==> src/rtl/pc_next_address_unit_if.sv <==
// Program-counter next-address bus: control-flow request from the fetch side,
// next address and status back from the next-address unit.
interface pc_next_address_unit_if;
    logic [31:0] PCin;
    logic        instr_valid;
    logic [2:0]  ctl_op;
    logic        cond;
    logic [31:0] imm;
    logic [31:0] reg_target;
    logic        mem_ready;
    logic        resume;
    logic [31:0] next_address;
    logic        halt;
    logic        ras_overflow;
    logic        ras_underflow;

    modport master (
        output PCin, instr_valid, ctl_op, cond, imm, reg_target, mem_ready, resume,
        input  next_address, halt, ras_overflow, ras_underflow
    );

    modport slave (
        input  PCin, instr_valid, ctl_op, cond, imm, reg_target, mem_ready, resume,
        output next_address, halt, ras_overflow, ras_underflow
    );
endinterface

==> src/rtl/pc_next_address_unit.sv <==
// Next-address generator for the program counter: control-flow decode, return-address
// stack and the halt/resume FSM, clocked by the free-running clkext.
module pc_next_address_unit #(
    parameter logic [31:0] RESET_VECTOR = 32'h0000_0000,
    parameter int          RAS_DEPTH    = 4
) (
    input  logic                   clkext,
    input  logic                   reset,
    pc_next_address_unit_if.slave  bus
);
    localparam int PTR_W = (RAS_DEPTH > 1) ? $clog2(RAS_DEPTH) : 1;
    localparam int CNT_W = PTR_W + 1;
    localparam logic [CNT_W-1:0] DEPTH_C = CNT_W'(RAS_DEPTH);

    typedef enum logic [2:0] {
        OP_SEQ    = 3'd0,
        OP_BRANCH = 3'd1,
        OP_JUMP   = 3'd2,
        OP_JUMPR  = 3'd3,
        OP_CALL   = 3'd4,
        OP_RET    = 3'd5,
        OP_HALT   = 3'd6,
        OP_RSVD   = 3'd7
    } ctl_op_e;

    typedef enum logic {
        ST_RUN    = 1'b0,
        ST_HALTED = 1'b1
    } state_e;

    state_e             state_r;
    state_e             state_next_s;
    logic               halt_r;
    logic [31:0]        ras_mem_r [RAS_DEPTH];
    logic [PTR_W-1:0]   ptr_r;
    logic [CNT_W-1:0]   count_r;
    logic               ovf_r;
    logic               unf_r;

    ctl_op_e            op_s;
    logic [31:0]        seq_s;
    logic [31:0]        top_s;
    logic [31:0]        next_s;
    logic               push_s;
    logic               pop_s;
    logic               halt_req_s;

    assign op_s  = ctl_op_e'(bus.ctl_op);
    assign seq_s = bus.PCin + 32'd4;
    assign top_s = ras_mem_r[ptr_r - PTR_W'(1)];

    // Next-address selection; push/pop/halt requests only fire on a qualified op.
    always_comb begin
        next_s     = seq_s;
        push_s     = 1'b0;
        pop_s      = 1'b0;
        halt_req_s = 1'b0;
        if (reset) begin
            next_s = RESET_VECTOR;
        end else if (state_r == ST_HALTED) begin
            next_s = bus.PCin;
        end else if (!bus.mem_ready) begin
            next_s = bus.PCin;
        end else if (!bus.instr_valid) begin
            next_s = seq_s;
        end else begin
            case (op_s)
                OP_BRANCH: begin
                    if (bus.cond) begin
                        next_s = bus.PCin + bus.imm;
                    end else begin
                        next_s = seq_s;
                    end
                end
                OP_JUMP:   next_s = bus.imm;
                OP_JUMPR:  next_s = bus.reg_target;
                OP_CALL: begin
                    next_s = bus.imm;
                    push_s = 1'b1;
                end
                OP_RET: begin
                    pop_s = 1'b1;
                    if (count_r != {CNT_W{1'b0}}) begin
                        next_s = top_s;
                    end else begin
                        next_s = seq_s;
                    end
                end
                OP_HALT: begin
                    next_s     = seq_s;
                    halt_req_s = 1'b1;
                end
                default:   next_s = seq_s;
            endcase
        end
    end

    // Halt/resume next-state logic; resume in RUN has no effect.
    always_comb begin
        state_next_s = state_r;
        if (reset) begin
            state_next_s = ST_RUN;
        end else begin
            case (state_r)
                ST_RUN: begin
                    if (halt_req_s) begin
                        state_next_s = ST_HALTED;
                    end else begin
                        state_next_s = ST_RUN;
                    end
                end
                ST_HALTED: begin
                    if (bus.resume) begin
                        state_next_s = ST_RUN;
                    end else begin
                        state_next_s = ST_HALTED;
                    end
                end
                default: state_next_s = ST_RUN;
            endcase
        end
    end

    // FSM state and registered halt request.
    always_ff @(posedge clkext) begin
        if (reset) begin
            state_r <= ST_RUN;
            halt_r  <= 1'b0;
        end else begin
            state_r <= state_next_s;
            halt_r  <= (state_next_s == ST_HALTED);
        end
    end

    // Circular return-address stack: a push on full overwrites the oldest slot.
    always_ff @(posedge clkext) begin
        if (reset) begin
            ptr_r   <= {PTR_W{1'b0}};
            count_r <= {CNT_W{1'b0}};
            ovf_r   <= 1'b0;
            unf_r   <= 1'b0;
        end else if (push_s) begin
            ras_mem_r[ptr_r] <= seq_s;
            ptr_r            <= ptr_r + PTR_W'(1);
            if (count_r == DEPTH_C) begin
                ovf_r <= 1'b1;
            end else begin
                count_r <= count_r + CNT_W'(1);
            end
        end else if (pop_s) begin
            if (count_r != {CNT_W{1'b0}}) begin
                ptr_r   <= ptr_r - PTR_W'(1);
                count_r <= count_r - CNT_W'(1);
            end else begin
                unf_r <= 1'b1;
            end
        end else begin
            ptr_r <= ptr_r;
        end
    end

    assign bus.next_address  = next_s;
    assign bus.halt          = halt_r;
    assign bus.ras_overflow  = ovf_r;
    assign bus.ras_underflow = unf_r;
endmodule
==> src/flat_wrapper.sv <==
// flat-port wrapper written by rule: the top's interface ports become plain ports
module pc_next_address_unit_flat 
#(
    parameter logic [31:0] RESET_VECTOR = 32'h0000_0000,
    parameter int          RAS_DEPTH    = 4
)
  (clkext, reset, bus_PCin, bus_instr_valid, bus_ctl_op, bus_cond, bus_imm, bus_reg_target, bus_mem_ready, bus_resume, bus_next_address, bus_halt, bus_ras_overflow, bus_ras_underflow);
  pc_next_address_unit_if bus_i ();
  input  logic clkext;
  input  logic reset;
  input wire logic [$bits(bus_i.PCin)-1:0] bus_PCin;
  input wire logic [$bits(bus_i.instr_valid)-1:0] bus_instr_valid;
  input wire logic [$bits(bus_i.ctl_op)-1:0] bus_ctl_op;
  input wire logic [$bits(bus_i.cond)-1:0] bus_cond;
  input wire logic [$bits(bus_i.imm)-1:0] bus_imm;
  input wire logic [$bits(bus_i.reg_target)-1:0] bus_reg_target;
  input wire logic [$bits(bus_i.mem_ready)-1:0] bus_mem_ready;
  input wire logic [$bits(bus_i.resume)-1:0] bus_resume;
  output wire logic [$bits(bus_i.next_address)-1:0] bus_next_address;
  output wire logic [$bits(bus_i.halt)-1:0] bus_halt;
  output wire logic [$bits(bus_i.ras_overflow)-1:0] bus_ras_overflow;
  output wire logic [$bits(bus_i.ras_underflow)-1:0] bus_ras_underflow;
  assign bus_i.PCin = bus_PCin;
  assign bus_i.instr_valid = bus_instr_valid;
  assign bus_i.ctl_op = bus_ctl_op;
  assign bus_i.cond = bus_cond;
  assign bus_i.imm = bus_imm;
  assign bus_i.reg_target = bus_reg_target;
  assign bus_i.mem_ready = bus_mem_ready;
  assign bus_i.resume = bus_resume;
  assign bus_next_address = bus_i.next_address;
  assign bus_halt = bus_i.halt;
  assign bus_ras_overflow = bus_i.ras_overflow;
  assign bus_ras_underflow = bus_i.ras_underflow;
  pc_next_address_unit #(.RESET_VECTOR(RESET_VECTOR), .RAS_DEPTH(RAS_DEPTH)) u_core (.clkext(clkext), .reset(reset), .bus(bus_i));
endmodule
==> config.mk <==
export PLATFORM = sky130hd
export DESIGN_NAME = pc_next_address_unit_flat
export DESIGN_NICKNAME = d
export VERILOG_FILES = /design/src/rtl/pc_next_address_unit_if.sv /design/src/rtl/pc_next_address_unit.sv /design/src/flat_wrapper.sv
export SDC_FILE = /design/constraint.sdc
export NUM_CORES = 1
export LEC_CHECK = 0
export BUFFER_PORTS_ARGS = -buffer_cell sky130_fd_sc_hd__buf_2
export CORE_MARGIN = 8
export CORE_UTILIZATION = 58
export CTS_CLUSTER_SIZE = 30
export DETAILED_ROUTE_END_ITERATION = 8
export PLACE_DENSITY = 0.81
export SLEW_MARGIN = 5
export SYNTH_ARGS = -nofsm -noshare
export SYNTH_HDL_FRONTEND = slang
export SYNTH_SLANG_ARGS = --single-unit
export TNS_END_PERCENT = 100
==> constraint.sdc <==
create_clock -name clkext -period 6.1 [get_ports clkext]
set_input_delay 1.83 -clock clkext [delete_from_list [all_inputs] [get_ports clkext]]
set_output_delay 1.83 -clock clkext [all_outputs]
set_load 0.03 [all_outputs]
==> flow_summary.toml, run 1 <==
[layout]
syn_to_final_growth_pct = 28.9
final_common_cell = "buf_4"
drive_gt1_share_pct = 37.3
multi_input_area_sq_um = 4940
final-seq-area_sq_um = 4010
final_cell_count_no_fill = 1253
fin_util_pct = 76.0
nNetsFinal = 1195
final_cell_mix = "buf_4 (130), edfxtp_1 (128), buf_2 (126)"
n_antenna_cell = 0
final_area_sq_um = 11500
fillerInstances = 988

[critical_path]
reg2reg_depth = 10
crit_required_ns = 4.27
rrSetupSlack_ns = 3.51
cp_max_fo = 3
critPathLaunchType = "primary input"
timing.rr.start = "u_core.state_r"
critPathCaptureType = "output port"
path_class = "in -> out"
r2r-end = "u_core.count_r[2]"
cp_data_arrival_time_ns = 4.29

[sta]
min_period_over_period_pct = 100
maxSlewViolCount = 0
rsz0062_at_grt = "yes"
finalSetupViolCount = 1
tightest_slew_ns = 0.758
skew_ns = 0.00943
fmax_ghz = 0.164
tns_ns = -0.0161
slew_headroom_pct = 49.5
fin_crit_ns = 6.12
hold_viol_final = 0
fin_ws_ns = -0.0161

[pwr]
ir_drop_uv = 193
cellPowerDensity_nw_per_um2 = 229
p_leak_nw = 4.50
total_power_mw = 2.63

[die]
fp.coreArea_sq_um = 15100
die_x_um = 140
pin_count = 140
design.die.area_sq_um = 19600
dieHeight_um = 140
start_util_pct = 59.0
rows = 45

[clock_tree]
path_clk_slew_ns = 0.06
cts_max_level = 4
cts_max_path_buffers = 2
cts.hold.buffers_added = 0
numCtsBuffers = 17
cts_tree = "built"
clock_sinks = 136
clk_latency_ns = 0.43
cts_root_buf = "clkbuf_16"

[global_route]
grt_pass1_vias = 8476
antenna_found_initial = 0
overflow = 0
grt_usage_pct = 30.4
grt_pass1_wl_mm = 46.2
grt_max_degree = 37

[place]
dp_cells = 1220
placed_area_sq_um = 10600
hpwl_mm = 21.6
place_congestion = 0.967
portBuffers = 139

[synth]
postSynthAreaPerCell_sq_um = 10.9
synth_warnings = 0
ys_types = 82
syn_area_sq_um = 8930
synthFlopType = "edfxtp_1"
ys_seq_elements = 136
netlist_instances = 819
ys_seq_area_share_pct = 44.8
ys_async_sr_fraction_pct = 0
synth_top_area_cell = "edfxtp_1"
synth_area_leaders = "edfxtp_1 (43%), mux4_2 (8.1%), ha_1 (5.0%)"
synthesis.nets = 962
synth_edf_count = 128
synth.top_cell.area_share_pct = 43.0

[min_path]
min-delay-start = "u_core.bus.ras_overflow"
hold_class = "reg -> reg"
whs_path_depth = 2
hold_end = "u_core.bus.ras_overflow"

[routing]
drt_iter0_markers = 1342
postRouteAntennaNets = 0
wire_per_inst_um = 24.3
drc = 0
vias_per_cell = 6.75
vias = 8458
wl_mm = 30.5
drtPass1Iterations = 9

[outcome]
failed_checks = "negative setup slack"
status = "complete, but fails checks"

[flow_run]
max_cap_violations = 0
==> cells by family after synthesis <==
group,after synthesis,share of synthesized area [%]
XOR/XNOR,53,5.28
flip-flops,136,44.8
AO/OA/AOI/OAI,228,18.2
multiplexers,38,8.74
adder cells (fa/ha/maj),38,5.49
buffers and inverters,67,3.38
AND/OR/NAND/NOR,259,14.1
==> synth_stat cells, drive strengths merged, types with 13 or more instances <==
cell    number
buf         23
edfxtp     128
nor3        15
nand3       22
nand2       74
nor2        81
inv         19
o21ai       49
clkbuf      25
a222oi      23
xor2        22
and3        15
a221oi      13
ha          36
xnor2       31
a21oi       58
mux4        32
==> through the flow <==
step                setup slack (ns)  hold slack, ns
floorplan                     0.0518           0.485
global placement              -0.340           0.452
detailed placement            -0.413           0.493
CTS                          -0.0158           0.507
global route                  -0.130           0.528
finish                       -0.0161           0.495
==> sequential cells by signal (all words and copies together) (netlist names) <==
name	flops
u_core.ras_mem_r	128
u_core.count_r	3
u_core.ptr_r	2
u_core.bus.ras_overflow	1
u_core.bus.ras_underflow	1
u_core.state_r	1
==> report_power, final <==
part | internal (mW) | switching (mW) | leakage [nW]
logic | 0.253 | 0.351 | 3.01
clock network | 0.569 | 0.434 | 0.277
registers | 1.02 | 0.00115 | 1.22
==> critical path, cell delays in order <==
cell and delay [ns]:
buf_2 0.13, ha_1 0.31, and3_4 0.18, a41o_1 0.25, a211oi_4 0.30, or2_1 0.16, o211ai_1 0.10, xor2_1 0.19
a211o_1 0.32, a221oi_2 0.24, nor2_1 0.10, buf_4 0.18
==> repair_timing <==
item / CTS / global route
gates resized for setup: 34 / 40
pin swaps: 26 / 34
endpoints found under the setup margin: 17 / 21
buffers inserted: 1 / 1
==> metal layers <==
metal | up-vias | share of wire [%] | routed length [um] | GRT usage, %
met5 | - | 0 | 0 | 0
met3 | 111 | 12 | 3550 | 6.80
met1 | 4036 | 38 | 11600 | 38.5
met2 | 650 | 47 | 14200 | 49.1
met4 | 0 | 3.7 | 1140 | 13.8
li1 | 3661 | - | - | -
==> worst max path at each step <==
stage / endpoint / cells after the start / slack [ns] / start
5_1_grt: bus_next_address[25] / 13 / -0.13 / bus_imm[7]
4_1_cts: bus_next_address[22] / 14 / -0.02 / bus_PCin[0]
6_report: bus_next_address[25] / 12 / -0.02 / bus_imm[19]
3_3_place_gp: bus_next_address[28] / 14 / -0.34 / bus_imm[0]
3_5_place_dp: bus_next_address[28] / 14 / -0.41 / bus_imm[0]
2_1_floorplan: bus_next_address[28] / 12 / 0.05 / bus_imm[0]
==> final cells by class <==
type,count,area share (%)
multi-input combinational,616,42.9
clock inverter,15,1.21
tap,188,2.04
timing repair buffer,262,14.7
inverter,19,0.620
clock buffer,17,3.70
sequential,136,34.8
Note: power is estimated with default switching activity, not from simulation.
==> inputs of run 2 (changes only) <==
--- a/config.mk
+++ b/config.mk
@@ -10,7 +10,7 @@
 export CORE_UTILIZATION = 58
 export CTS_CLUSTER_SIZE = 30
 export DETAILED_ROUTE_END_ITERATION = 8
-export PLACE_DENSITY = 0.81
+export PLACE_DENSITY_LB_ADDON = 0.15
 export SLEW_MARGIN = 5
 export SYNTH_ARGS = -nofsm -noshare
 export SYNTH_HDL_FRONTEND = slang
==> run 2 against run 1 <==
  * Die area unchanged
  * Wire length up 3.9%
  * Clock skew down 0.0019 ns
  * Register-to-register slack worse by 0.07 ns
  * The run still ends with negative setup slack left
  * Cell count down 0.24%
  * Flip-flop and latch count unchanged
  * Critical endpoint unchanged
  * Sequential share of layout area up 0.28 points
  * Critical path depth unchanged
  * Hold slack worse by 0.0066 ns
  * Global-route usage up 1.4 points
  * Count of clock-buffer cells in the layout unchanged
==> flow_summary.toml, run 2 (same netlist as run 1, synthesis figures left out) <==
[outcome]
status = "complete, but fails checks"
failed_checks = "negative setup slack"

[pwr]
p_switching_mw = 0.817
seqPwrFrac_pct = 38.4
pwr-share-clk_pct = 39.5
ir_drop_uv = 226
cellPowerDensity_nw_per_um2 = 234
p_leak_nw = 4.50
combPwrFrac_pct = 22.1
total_power_mw = 2.67
cell_internal_pwr_mw = 1.85
p_sw_share_pct = 30.6

[place]
dp_cells = 1215
portBuffers = 139
hpwl_mm = 23.3
placed_area_sq_um = 10600
place_congestion = 0.996

[clock_tree]
cts_max_level = 4
clk_latency_ns = 0.43
cts_max_path_buffers = 2
numCtsBuffers = 17
path_clk_slew_ns = 0.07
cts_root_buf = "clkbuf_16"
cts_tree = "built"
clock_sinks = 136
cts.hold.buffers_added = 0

[die]
dieHeight_um = 140
design.die.area_sq_um = 19600
pin_count = 140
fp.coreArea_sq_um = 15100
die_x_um = 140
start_util_pct = 59.0
rows = 45

[layout]
final_cell_mix = "edfxtp_1 (128), buf_2 (127), buf_4 (127)"
reg_top3 = "u_core.ras_mem_r x128, u_core.count_r x3, u_core.ptr_r x2"
final_common_cell = "edfxtp_1"
syn_to_final_growth_pct = 27.9
fin_util_pct = 75.4
fillerInstances = 1024
multi_input_area_sq_um = 4830
final-seq-area_sq_um = 4010
final_area_sq_um = 11400
n_antenna_cell = 0
final_cell_count_no_fill = 1250
nNetsFinal = 1192
largest_register_ffs = 128
drive_gt1_share_pct = 36.2
regMostFlops = "u_core.ras_mem_r"

[routing]
wl_mm = 31.7
vias_per_cell = 6.84
drc = 0
drtPass1Iterations = 8
postRouteAntennaNets = 0
drt_iter0_markers = 1206
wire_per_inst_um = 25.3
vias = 8554

[critical_path]
crit_required_ns = 4.27
critPathCaptureType = "output port"
path_cells = "buf_2 > ha_1 > and4_4 > a41o_1 > a211oi_4 > or2_1 > o211ai_1 > xor2_1 > a211o_1 > a221oi_2 > nor2_1 > buf_4"
critPathLaunchType = "primary input"
slowest_stage = "ha_1"
slowest_delay_ns = 0.34
cp_data_arrival_time_ns = 4.30
cp_max_fo = 4
path_class = "in -> out"

[sta]
finalSetupViolCount = 1
fmax_ghz = 0.163
tightest_slew_ns = 1.08
fin_crit_ns = 6.13
fin_ws_ns = -0.0304
skew_ns = 0.00755
slew_headroom_pct = 27.9
hold_viol_final = 0
min_period_over_period_pct = 100
maxSlewViolCount = 0
rsz0062_at_grt = "yes"

[global_route]
antenna_found_initial = 0
grt_usage_pct = 31.8
grt_pass1_wl_mm = 47.6
grt_max_degree = 37
grt_pass1_vias = 8474
overflow = 0

[flow_run]
max_cap_violations = 0

[min_path]
hold_class = "reg -> reg"
run 2: per-stage QoR:
| step | setup slack (ns) | hold slack [ns] | setup TNS, ns |
|---|---|---|---|
| after global placement | -0.374 | 0.457 | -2.34 |
| after detailed placement | -0.474 | 0.471 | -3.32 |
| after CTS | -0.134 | 0.488 | -0.215 |
| final | -0.0304 | 0.488 | -0.0304 |
| after floorplan | 0.0518 | 0.485 | 0 |
| after global routing | -0.116 | 0.527 | -0.295 |
run 2: power by group through the flow:
stage	clock (mW)	sequential (mW)	combinational, mW
finish	1.05	1.02	0.589
global route	1.09	1.02	0.624
CTS	1.06	1.02	0.563
detailed placement	0	1.04	0.540
global placement	0	1.04	0.532
floorplan	0	1.05	0.318
run 2: path summary, 6_finish.rpt:
| kind | start | endpoint | slack (ns) | depth (start not counted) |
|---|---|---|---|---|
| max | bus_imm[14] | bus_next_address[25] | -0.03 | 12 |
| min reg2reg | u_core.bus.ras_underflow | u_core.bus.ras_underflow | 0.49 | 2 |
| max reg2reg | u_core.state_r | u_core.ras_mem_r[0][24] | 3.44 | 6 |
| min | u_core.bus.ras_underflow | u_core.bus.ras_underflow | 0.49 | 2 |
run 2: final cells by class:
type / count / share of cell area, %
tap: 188 / 2.06
clock inverter: 15 / 1.55
timing repair buffer: 259 / 14.7
multi-input combinational: 616 / 42.3
sequential: 136 / 35.1
inverter: 19 / 0.625
clock buffer: 17 / 3.73
run 2: metal layers:
| layer | up-vias | share of wire (%) | track usage [%] |
|---|---|---|---|
| met3 | 109 | 11 | 6.86 |
| li1 | 3664 | - | - |
| met4 | 0 | 4.0 | 14.4 |
| met1 | 4078 | 37 | 38.9 |
| met2 | 703 | 48 | 53.1 |
| met5 | - | 0 | 0 |
run 2: critical path: cells and delay by family:
kind                       cells  cell delay, ns
AOI/OAI and AO/OA              5            1.15
and+or+nand+nor                3            0.45
adders and majority gates      1            0.34
buffers and inverters          2            0.30
xor gates and xnor gates       1            0.20
run 2: repair_timing:
item	in CTS	in global routing
pin swaps	17	20
setup buffers	1	2
gates resized for setup	33	25
setup endpoints to repair	21	20
==> inputs of run 3 (changes only) <==
--- a/config.mk
+++ b/config.mk
@@ -10,7 +10,7 @@
 export CORE_UTILIZATION = 58
 export CTS_CLUSTER_SIZE = 30
 export DETAILED_ROUTE_END_ITERATION = 8
-export PLACE_DENSITY_LB_ADDON = 0.15
+export PLACE_DENSITY = 0.9
 export SLEW_MARGIN = 5
 export SYNTH_ARGS = -nofsm -noshare
 export SYNTH_HDL_FRONTEND = slang
==> run 3 against run 2 <==
  * The run still ends with negative setup slack left
  * Flip-flop and latch count is the same
  * Worst setup slack worse by 0.071 ns
  * Sequential power about the same
  * Core utilization barely moved
  * Register-to-register slack worse by 0.33 ns
  * First-iteration DRC count rose by 10%
  * Cell count is 0.24% lower
  * Die area did not move
  * Critical endpoint unchanged
  * Largest cell class unchanged
==> flow_summary.toml, run 3 (same netlist as run 1, synthesis figures left out) <==
[outcome]
status = "complete, but fails checks"
failed_checks = "negative setup slack"

[sta]
hold_viol_final = 0
maxSlewViolCount = 0
skew_ns = 0.00453
tns_ns = -0.280
finalSetupViolCount = 5
fin_ws_ns = -0.101
fin_crit_ns = 6.20
fmax_ghz = 0.161
hold_ws_ns = 0.474
slew_headroom_pct = 35.3
rsz0062_at_grt = "yes"
min_period_over_period_pct = 102
tightest_slew_ns = 0.970

[global_route]
antenna_found_initial = 2
grt_pass1_wl_mm = 46.6
overflow = 0
grt_usage_pct = 30.8
grt_pass1_vias = 8571
grt_max_degree = 33

[pwr]
cell_internal_pwr_mw = 1.86
ir_drop_uv = 230
p_sw_share_pct = 29.1
cellPowerDensity_nw_per_um2 = 230
total_power_mw = 2.62
pwr-share-clk_pct = 37.9
seqPwrFrac_pct = 39.2
combPwrFrac_pct = 22.9
p_leak_nw = 4.47
p_switching_mw = 0.763

[clock_tree]
clk_latency_ns = 0.42
cts_max_level = 4
cts_max_path_buffers = 2
cts_root_buf = "clkbuf_16"
cts_tree = "built"
numCtsBuffers = 17
clock_sinks = 136
path_clk_slew_ns = 0.06

[critical_path]
critPathLaunchType = "primary input"
rrSetupSlack_ns = 3.11
cp_data_arrival_time_ns = 4.37
critPathCaptureType = "output port"
slowest_delay_ns = 0.34
cp_num_buf_inv = 4
crit_path_frequent_cell = "buf_4"
path_cells = "buf_8 > buf_6 > ha_4 > a21oi_4 > nand4b_1 > a2111oi_2 > buf_4 > nor2_4 > o211ai_1 > xor2_1 > a211o_1 > a221oi_2 > nor2_1 > buf_4"
path_class = "in -> out"
r2r-end = "u_core.ras_mem_r[3][15]"
cp_max_fo = 3
slowest_stage = "a2111oi_2"
cp_top_family = "compound AO/OA/AOI/OAI gates"
crit_required_ns = 4.27
timing.rr.start = "u_core.ptr_r[0]"
reg2reg_depth = 4

[min_path]
min-delay-start = "u_core.bus.ras_overflow"
hold_class = "reg -> reg"
hold_end = "u_core.bus.ras_overflow"
whs_path_depth = 2

[layout]
reg_top3 = "u_core.ras_mem_r x128, u_core.count_r x3, u_core.ptr_r x2"
final_cell_mix = "edfxtp_1 (128), buf_4 (127), buf_2 (120)"
fillerInstances = 946
fin_util_pct = 75.4
largest_register_ffs = 128
regMostFlops = "u_core.ras_mem_r"
drive_gt1_share_pct = 36.6
syn_to_final_growth_pct = 27.8
nNetsFinal = 1188
final_common_cell = "edfxtp_1"

[place]
hpwl_mm = 21.6
portBuffers = 139
place_congestion = 1.01
place_ws_ns = -0.506

[routing]
drtPass1Iterations = 9
wl_mm = 31.1
vias_per_cell = 6.90
vias = 8601
postRouteAntennaNets = 0
drt_iter0_markers = 1331
wire_per_inst_um = 25.0
drc = 0

[die]
dieHeight_um = 140
start_util_pct = 59.0
die_x_um = 140
rows = 45
fp.coreArea_sq_um = 15100
design.die.area_sq_um = 19600
pin_count = 140

[flow_run]
max_cap_violations = 0
## run 3: cell count changes in the layout (fill, tap and decap cells not counted), sizes merged
cell | before | now
clkinv | 2 | 6
diode | 0 | 1
clkbuf | 17 | 19
inv | 28 | 23
clkinvlp | 3 | 2
buf | 259 | 255
## run 3: stage by stage
step                cells  instance area, sq um
finish               1247                 11400
global route         1246                 11400
CTS                  1239                 11200
detailed placement   1205                 10500
global placement     1205                 10500
floorplan             819                  8950
## run 3: how the worst max path moves through the flow
stage | slack, ns | depth (start not counted) | start | endpoint
after floorplan | 0.05 | 12 | bus_imm[0] | bus_next_address[28]
after global placement | -0.39 | 14 | bus_imm[0] | bus_next_address[28]
after detailed placement | -0.51 | 14 | bus_imm[0] | bus_next_address[28]
after CTS | -0.07 | 14 | bus_PCin[0] | bus_next_address[22]
after global routing | -0.18 | 14 | bus_imm[1] | bus_next_address[27]
final | -0.10 | 14 | bus_imm[1] | bus_next_address[25]
## run 3: final cells by class
type	instances	area [sq um]	area share (%)
Multi-Input combinational cell	616	4870	42.7
Sequential cell	136	4010	35.1
Timing Repair Buffer	255	1660	14.5
Clock buffer	19	453	3.97
Tap cell	188	235	2.06
Clock inverter	13	116	1.02
Inverter	19	71.3	0.625
Antenna cell	1	2.50	0.0219
## run 3: timing repair
item / CTS / global route
buffers inserted: 2 / 8
hold buffers: 0 / 0
setup endpoints to repair: 21 / 19
resized for setup: 39 / 43
pin swaps: 25 / 35
## run 3: routing by layer
metal / up-vias / wire (um) / GRT usage, %
met5: - / 17 / 0
met4: 2 / 1570 / 16.6
met3: 145 / 4090 / 8.63
li1: 3653 / - / -
met1: 4010 / 11100 / 37.5
met2: 791 / 14400 / 49.2
## run 3: worst min-delay path, delay by kind of cell (launching register included)
| family | cells | cell delay [ns] |
|---|---|---|
| flip-flops | 1 | 0.33 |
| AND/OR/NAND/NOR | 1 | 0.07 |
| AO/OA/AOI/OAI | 1 | 0.04 |
## run 3: power by group through the flow
stage                     Clock [mW]  Combinational (mW)  Sequential (mW)
after floorplan                    0               0.318             1.05
after global placement             0               0.520             1.05
after detailed placement           0               0.529             1.05
after CTS                      0.994               0.555             1.03
after global routing            1.03               0.634             1.03
final                          0.993               0.601             1.03
